### src/rtl/xif_aes_sched.sv
// xif_aes_sched
// Issue/commit/result scheduler sitting between the CV32E40X eXtension
// interface and one multi-cycle masked AES32 functional unit. Offloaded
// AES32 instructions are buffered in program order. Each one is resolved
// by a commit or a kill. Committed instructions go to the FU one at a time
// with fresh masking randomness. Results come back over a held handshake.
//
// Ports
//   clk_i, rst_n            clock, asynchronous active-low reset
//   issue_*                 XIF issue request/response (combinational accept)
//   commit_*                XIF commit strobe: id plus kill flag
//   result_*                XIF result handshake, held until result_ready_i
//   fu_valid_o/fu_ready_i   operand handshake towards the AES32 unit
//   fu_rs1_o/fu_rs2_o       operands
//   fu_bs_o/fu_op_o         byte select and one-hot {encsm,encs,decsm,decs}
//   fu_rand_o               masking randomness, refreshed per dispatch
//   fu_done_i/fu_result_i   single-cycle result pulse from the unit
module xif_aes_sched #(
  parameter int          DEPTH       = 4,
  parameter int          X_ID_WIDTH  = 4,
  parameter int          X_RFR_WIDTH = 32,
  parameter logic [6:0]  AES32_OPC   = 7'b0101011,
  parameter logic [35:0] LFSR_SEED   = 36'h5A5A5A5A5
) (
  input  logic                     clk_i,
  input  logic                     rst_n,
  input  logic                     issue_valid_i,
  output logic                     issue_ready_o,
  input  logic [31:0]              issue_instr_i,
  input  logic [X_ID_WIDTH-1:0]    issue_id_i,
  input  logic [2*X_RFR_WIDTH-1:0] issue_rs_i,
  input  logic [1:0]               issue_rs_valid_i,
  output logic                     issue_accept_o,
  output logic                     issue_writeback_o,
  input  logic                     commit_valid_i,
  input  logic [X_ID_WIDTH-1:0]    commit_id_i,
  input  logic                     commit_kill_i,
  output logic                     result_valid_o,
  input  logic                     result_ready_i,
  output logic [X_RFR_WIDTH-1:0]   result_data_o,
  output logic [X_ID_WIDTH-1:0]    result_id_o,
  output logic [4:0]               result_rd_o,
  output logic                     fu_valid_o,
  input  logic                     fu_ready_i,
  output logic [X_RFR_WIDTH-1:0]   fu_rs1_o,
  output logic [X_RFR_WIDTH-1:0]   fu_rs2_o,
  output logic [1:0]               fu_bs_o,
  output logic [3:0]               fu_op_o,
  output logic [35:0]              fu_rand_o,
  input  logic                     fu_done_i,
  input  logic [X_RFR_WIDTH-1:0]   fu_result_i
);

  localparam int         PW         = (DEPTH > 1) ? $clog2(DEPTH) : 1;
  localparam logic [PW:0] FULL_COUNT = (PW+1)'(DEPTH);

  // instr[29:25] encodings of the four accepted AES32 operations
  localparam logic [4:0] FUNCT_ESI  = 5'b10001;
  localparam logic [4:0] FUNCT_ESMI = 5'b10011;
  localparam logic [4:0] FUNCT_DSI  = 5'b10101;
  localparam logic [4:0] FUNCT_DSMI = 5'b10111;

  typedef enum logic [1:0] {FREE, PEND, COMMITTED, KILLED} entryState_e;
  typedef enum logic [1:0] {IDLE, DISPATCH, WAIT, RESP} fsmState_e;

  entryState_e              entState_q [DEPTH];
  entryState_e              entState_d [DEPTH];
  logic [X_ID_WIDTH-1:0]    entId_q    [DEPTH];
  logic [4:0]               entRd_q    [DEPTH];
  logic [1:0]               entBs_q    [DEPTH];
  logic [3:0]               entOp_q    [DEPTH];
  logic [X_RFR_WIDTH-1:0]   entRs1_q   [DEPTH];
  logic [X_RFR_WIDTH-1:0]   entRs2_q   [DEPTH];

  logic [PW-1:0]            wrPtr_q, rdPtr_q;
  logic [PW:0]              count_q;
  logic                     readyEn_q;
  logic [35:0]              lfsr_q, rand_q, lfsrNext;
  logic [X_RFR_WIDTH-1:0]   result_q;
  fsmState_e                state_q, state_d;

  logic [3:0]               decOp;
  logic                     full, accept, popHead, startDispatch;
  logic                     unusedInstrBits;

  // Register-index and funct3 fields are not needed: operands arrive by value.
  assign unusedInstrBits = ^issue_instr_i[24:12];

  always_comb begin
    decOp = 4'b0000;
    unique case (issue_instr_i[29:25])
      FUNCT_ESMI: decOp = 4'b1000;
      FUNCT_ESI:  decOp = 4'b0100;
      FUNCT_DSMI: decOp = 4'b0010;
      FUNCT_DSI:  decOp = 4'b0001;
      default:    decOp = 4'b0000;
    endcase
  end

  // Ready comes from the registered count only, so a push never meets a full
  // buffer even when the head pops in the same cycle. readyEn_q keeps ready
  // low during reset and for the first cycle after release.
  assign full              = (count_q == FULL_COUNT);
  assign issue_ready_o     = readyEn_q & ~full;
  assign accept            = issue_valid_i & issue_ready_o &
                             (issue_instr_i[6:0] == AES32_OPC) &
                             (|decOp) & (issue_rs_valid_i == 2'b11);
  assign issue_accept_o    = accept;
  assign issue_writeback_o = accept;

  assign popHead = ((state_q == IDLE) && (entState_q[rdPtr_q] == KILLED)) ||
                   ((state_q == RESP) && result_ready_i);

  // The commit search also covers the entry being pushed this cycle. That
  // lets the core commit an instruction in the same cycle it is issued.
  always_comb begin
    entState_d = entState_q;
    if (popHead) entState_d[rdPtr_q] = FREE;
    if (accept)  entState_d[wrPtr_q] = PEND;
    if (commit_valid_i) begin
      for (int i = 0; i < DEPTH; i++) begin
        if ((entState_d[i] == PEND) &&
            (((accept && (wrPtr_q == PW'(i))) ? issue_id_i : entId_q[i]) == commit_id_i))
          entState_d[i] = commit_kill_i ? KILLED : COMMITTED;
      end
    end
  end

  always_ff @(posedge clk_i or negedge rst_n) begin
    if (!rst_n) begin
      for (int i = 0; i < DEPTH; i++) begin
        entState_q[i] <= FREE;
        entId_q[i]    <= '0;
        entRd_q[i]    <= '0;
        entBs_q[i]    <= '0;
        entOp_q[i]    <= '0;
        entRs1_q[i]   <= '0;
        entRs2_q[i]   <= '0;
      end
    end else begin
      entState_q <= entState_d;
      if (accept) begin
        entId_q[wrPtr_q]  <= issue_id_i;
        entRd_q[wrPtr_q]  <= issue_instr_i[11:7];
        entBs_q[wrPtr_q]  <= issue_instr_i[31:30];
        entOp_q[wrPtr_q]  <= decOp;
        entRs1_q[wrPtr_q] <= issue_rs_i[X_RFR_WIDTH-1:0];
        entRs2_q[wrPtr_q] <= issue_rs_i[2*X_RFR_WIDTH-1:X_RFR_WIDTH];
      end
    end
  end

  // Pointers wrap naturally because DEPTH is a power of two.
  always_ff @(posedge clk_i or negedge rst_n) begin
    if (!rst_n) begin
      wrPtr_q   <= '0;
      rdPtr_q   <= '0;
      count_q   <= '0;
      readyEn_q <= 1'b0;
    end else begin
      readyEn_q <= 1'b1;
      if (accept)  wrPtr_q <= wrPtr_q + 1'b1;
      if (popHead) rdPtr_q <= rdPtr_q + 1'b1;
      unique case ({accept, popHead})
        2'b10:   count_q <= count_q + 1'b1;
        2'b01:   count_q <= count_q - 1'b1;
        default: count_q <= count_q;
      endcase
    end
  end

  // 36 Fibonacci steps (taps 36,25) per dispatch, so consecutive dispatches
  // get fully disjoint randomness words.
  function automatic logic [35:0] lfsrAdvance36(input logic [35:0] s);
    logic [35:0] v;
    v = s;
    for (int k = 0; k < 36; k++) v = {v[34:0], v[35] ^ v[24]};
    return v;
  endfunction

  assign lfsrNext      = lfsrAdvance36(lfsr_q);
  assign startDispatch = (state_q == IDLE) && (state_d == DISPATCH);
  assign fu_rand_o     = rand_q;

  always_ff @(posedge clk_i or negedge rst_n) begin
    if (!rst_n) begin
      lfsr_q   <= LFSR_SEED;
      rand_q   <= '0;
      result_q <= '0;
    end else begin
      if (startDispatch) begin
        lfsr_q <= lfsrNext;
        rand_q <= lfsrNext;
      end
      if ((state_q == WAIT) && fu_done_i) result_q <= fu_result_i;
    end
  end

  // FSM state register
  always_ff @(posedge clk_i or negedge rst_n) begin
    if (!rst_n) state_q <= IDLE;
    else        state_q <= state_d;
  end

  // FSM next state: only the head is served, and only once it is committed
  always_comb begin
    state_d = state_q;
    unique case (state_q)
      IDLE:     if (entState_q[rdPtr_q] == COMMITTED) state_d = DISPATCH;
      DISPATCH: if (fu_ready_i)                       state_d = WAIT;
      WAIT:     if (fu_done_i)                        state_d = RESP;
      RESP:     if (result_ready_i)                   state_d = IDLE;
      default:  state_d = IDLE;
    endcase
  end

  // FSM outputs: payloads are zeroed outside the state that presents them
  always_comb begin
    fu_valid_o     = 1'b0;
    fu_rs1_o       = '0;
    fu_rs2_o       = '0;
    fu_bs_o        = '0;
    fu_op_o        = '0;
    result_valid_o = 1'b0;
    result_data_o  = '0;
    result_id_o    = '0;
    result_rd_o    = '0;
    unique case (state_q)
      DISPATCH: begin
        fu_valid_o = 1'b1;
        fu_rs1_o   = entRs1_q[rdPtr_q];
        fu_rs2_o   = entRs2_q[rdPtr_q];
        fu_bs_o    = entBs_q[rdPtr_q];
        fu_op_o    = entOp_q[rdPtr_q];
      end
      RESP: begin
        result_valid_o = 1'b1;
        result_data_o  = result_q;
        result_id_o    = entId_q[rdPtr_q];
        result_rd_o    = entRd_q[rdPtr_q];
      end
      default: ;
    endcase
  end

endmodule
### config.mk
export PLATFORM = sky130hd
export DESIGN_NAME = xif_aes_sched
export DESIGN_NICKNAME = d
export VERILOG_FILES = /design/src/rtl/xif_aes_sched.sv
export SDC_FILE = /design/constraint.sdc
export NUM_CORES = 1
export LEC_CHECK = 0
export ABC_AREA = 1
export CORE_MARGIN = 1.5
export CORE_UTILIZATION = 59
export CTS_CLUSTER_DIAMETER = 120
export DETAILED_ROUTE_END_ITERATION = 8
export PLACE_DENSITY = 0.92
export SLEW_MARGIN = 20
export SYNTH_ARGS = -nofsm -noshare
export SYNTH_HDL_FRONTEND = slang
export SYNTH_SLANG_ARGS = --single-unit
### constraint.sdc
create_clock -name clk_i -period 3.8 [get_ports clk_i]
set_input_delay 0.76 -clock clk_i [delete_from_list [all_inputs] [get_ports clk_i]]
set_output_delay 0.76 -clock clk_i [all_outputs]
set_load 0.005 [all_outputs]
==> results_dict.tcl <==
set metrics [dict create \
    fraction_of_layout_cells_with_a_size_suffix_above_1 0.0582 \
    fill_cells 2200 \
    tritoncts.num_buffers 43 \
    timing_max_transition_violations_final 0 \
    cts_root_buffer "clkbuf_16" \
    drtPass1Iterations 5 \
    synth-main-ff-cell "dfrtp_1" \
    fp.dieArea_mm2 0.0339 \
    clk_pin_slew_worst_paths_ps 60 \
    std_cell_rows 66 \
    ctsHtreeMaxLevel 2 \
    multi_input_comb_area_mm2 0.00751 \
    syn2layout_area_growth_pct 23.2 \
    drt_iter0_markers 1699 \
    initial_core_util 0.597 \
    cp_max_stage_cell "dfrtp_4" \
    yosys_register_bits 420 \
    finalWirelength_um 52400 \
    outcome "complete, no violations" \
    hp-class "input pin to asynchronous set/reset pin" \
    placed_cells_incl_taps 2977 \
    cap_viol_max_count 0 \
    postSynthCellCount 2390 \
    dpl.hpwl_um 33200 \
    synth_top_family_by_area "simple AND/OR/NAND/NOR gates" \
    routed_wire_length_per_instance_um 17.2 \
    mean_number_of_vias_per_cell 5.69 \
    crit_required_ps 3040 \
    total_via_count_in_the_routed_design 17372 \
    port_buffers 284 \
    cpLargestDelayFamily "buffers and inverters" \
    ir_drop_uv 498 \
    layout.cells.most_common_list "493 x o21ai_0, 472 x nand2_1, 400 x dfrtp_1, 394 x nor2_1, 283 x clkdlybuf4s50_1" \
    critical_path.startpoint_type "flip-flop" \
    dpl-instance-area_mm2 0.0224 \
    antenna_cells_inserted 0 \
    gp_routability_congestion 0.852 \
    synth-edff-count 0 \
    cp.depth 5 \
    post-route-cell-area_mm2 0.0239 \
    worst_hold_slack_ps 208 \
    syn_nets 2546 \
    rsz0062_at_grt "no" \
    arrival_time_reported_for_the_critical_path_endpoint_ps 2930 \
    critPathMaxStageDelay_ps 650 \
    grt.total_usage 0.314 \
    worstSetupPathType "flip-flop to output port" \
    min_period_ps 3690 \
    grt_antenna_before_repair 1 \
    syn_avg_cell_area_um2 8.10 \
    clock_path_buffers 3 \
    synth_warnings 0 \
    synth-compound-area-share 0.162 \
    grt_start_max_net_pins 115 \
    finalSetupTns_ps 0 \
    maxSlewHeadroom 0.284 \
    postRouteAntennaNets 0 \
    grt_pass1_vias 17282 \
    register_area_mm2 0.0105 \
    cts_tree "built" \
    detail_route.drc_violations 0 \
    synth.distinct_cells 30 \
    core_mm2 0.0325 \
    cp_cell_sequence "inv_6 -> buf_4 -> o21ai_0 -> a21oi_1 -> clkdlybuf4s50_1" \
    clock_sinks 420 \
    final_cell_count_no_fill 3053 \
    fmaxAchievable_mhz 271 \
    number_of_cell_instances_on_the_worst_register_to_register_path 10 \
    top_level_ports 298 \
    grt_pass1_wl_um 85800 \
    postSynth.asyncResetShare 1.00 \
    synth.cell_area_mm2 0.0194 \
    cts_post_setup_buffers_inserted 0 \
    dieWidth_um 184 \
    fin_crit_sh 0.972 \
    final.setup_skew_ps 20.6 \
    tightestPinTransition_ps 1070 \
    finalHoldViolations 0 \
    nets 2736 \
    endpoint_kind "output port" \
    fp.dieH_um 184 \
    pwr_density_cell_mw_per_mm2 559 \
    post_synth_and_or_nand_nor_area_fraction 0.197 \
    synth_fa_ha_area_frac 0.00685 \
    synth.mux.area_fraction 0 \
    clk_lat_worst_skew_ps 540 \
    yosysSeqAreaShare 0.544 \
    grt_overflow_total 0 \
    layout.cells.most_common "o21ai_0" \
    setup-violations-final 0 \
    worstPathMaxFanout 41 \
    total_leakage_power_nw 10.9 \
    synthXorXnorAreaFrac 0.0181 \
    critPathBufInv 3 \
]
-- report_power, final --
group	switching [mW]	total [mW]	internal (mW)	leakage, nW
Clock	1.70	4.24	2.54	0.716
Sequential	0.144	4.82	4.68	5.67
Combinational	2.64	4.27	1.63	4.55
Total	4.48	13.3	8.85	10.9
-- path summary, 6_finish.rpt --
| path | startpoint | to | slack, ps |
|---|---|---|---|
| max | rdPtr_q[0]$_DFFE_PN0N_ | fu_rs1_o[0] | 110 |
| min | rst_n | entRs2_q[22]$_DFFE_PN0N_ | 210 |
| max reg2reg | rdPtr_q[0]$_DFFE_PN0N_ | fu_rand_o[24]$_DFFE_PN0P_ | 580 |
| min reg2reg | entRs1_q[72]$_DFFE_PN0N_ | entRs1_q[72]$_DFFE_PN0N_ | 480 |
| max in group asynchronous | rst_n | entId_q[6]$_DFFE_PN0N_ | 2650 |
| min in group clk_i | entRs1_q[72]$_DFFE_PN0N_ | entRs1_q[72]$_DFFE_PN0N_ | 480 |
-- cells in the mapped netlist, types with 3 or more instances --
master | n | area share
buf_2 | 45 | 0.012
nand3_1 | 67 | 0.017
inv_1 | 147 | 0.028
buf_6 | 3 | 0.0017
buf_1 | 12 | 0.0023
nor2_2 | 7 | 0.0023
dfrtp_1 | 402 | 0.52
a21oi_1 | 119 | 0.031
o21ai_1 | 7 | 0.0018
nor2_1 | 394 | 0.076
dfstp_2 | 18 | 0.024
nand2_1 | 473 | 0.092
inv_2 | 4 | 0.00078
clkbuf_1 | 96 | 0.019
o21ai_0 | 493 | 0.13
xnor2_1 | 28 | 0.013
o21ai_2 | 3 | 0.0014
nand4_1 | 22 | 0.0071
ha_1 | 9 | 0.0058
buf_4 | 20 | 0.0078
xor2_1 | 12 | 0.0054
-- kinds of logic (layout without fill, tap and decap cells) --
group	after synthesis	after routing
AOI/OAI and AO/OA	623	623
xor gates and xnor gates	40	40
adders and majority gates	10	10
buffers and inverters	328	549
DFF	420	420
other	1	1
and+or+nand+nor	968	968
-- state kept, by name (all words and copies together) (netlist names), 3 cells and up --
register and cells:
entRs1_q 128, entRs2_q 128, lfsr_q 36, result_q 32, entRd_q 20, fu_rand_o 18, entId_q 16, entOp_q 16
entBs_q 8, entState_q 8, count_q 3
-- per-layer routing --
| metal | vias to the layer above | global-route usage | wire length, um |
|---|---|---|---|
| met5 | - | 0 | 18 |
| met4 | 2 | 0.138 | 2080 |
| met3 | 154 | 0.0632 | 4690 |
| met2 | 913 | 0.519 | 25100 |
| met1 | 8251 | 0.403 | 20500 |
| li1 | 8052 | - | - |
-- metrics by stage --
step,power (mW),setup WS [ps],util
after floorplan,7.30,1500,-
after global placement,8.91,575,0.690
after detailed placement,9.06,521,0.690
after CTS,13.3,11.2,0.735
after global routing,14.1,19.2,0.735
final,13.3,108,0.735
-- final cells by class --
cell class | instances | share of cell area
Sequential cell | 420 | 0.442
Tap cell | 442 | 0.0232
Clock buffer | 64 | 0.0539
Inverter | 152 | 0.0242
Clock inverter | 12 | 0.00661
Multi-Input combinational cell | 1642 | 0.315
Timing Repair Buffer | 321 | 0.136
-- what timing repair did --
action / CTS / global route
resized for setup: 0 / 3
hold buffers: 0 / 0
endpoints found under the setup margin: 0 / 11
Power figures use the tool's default switching activity.
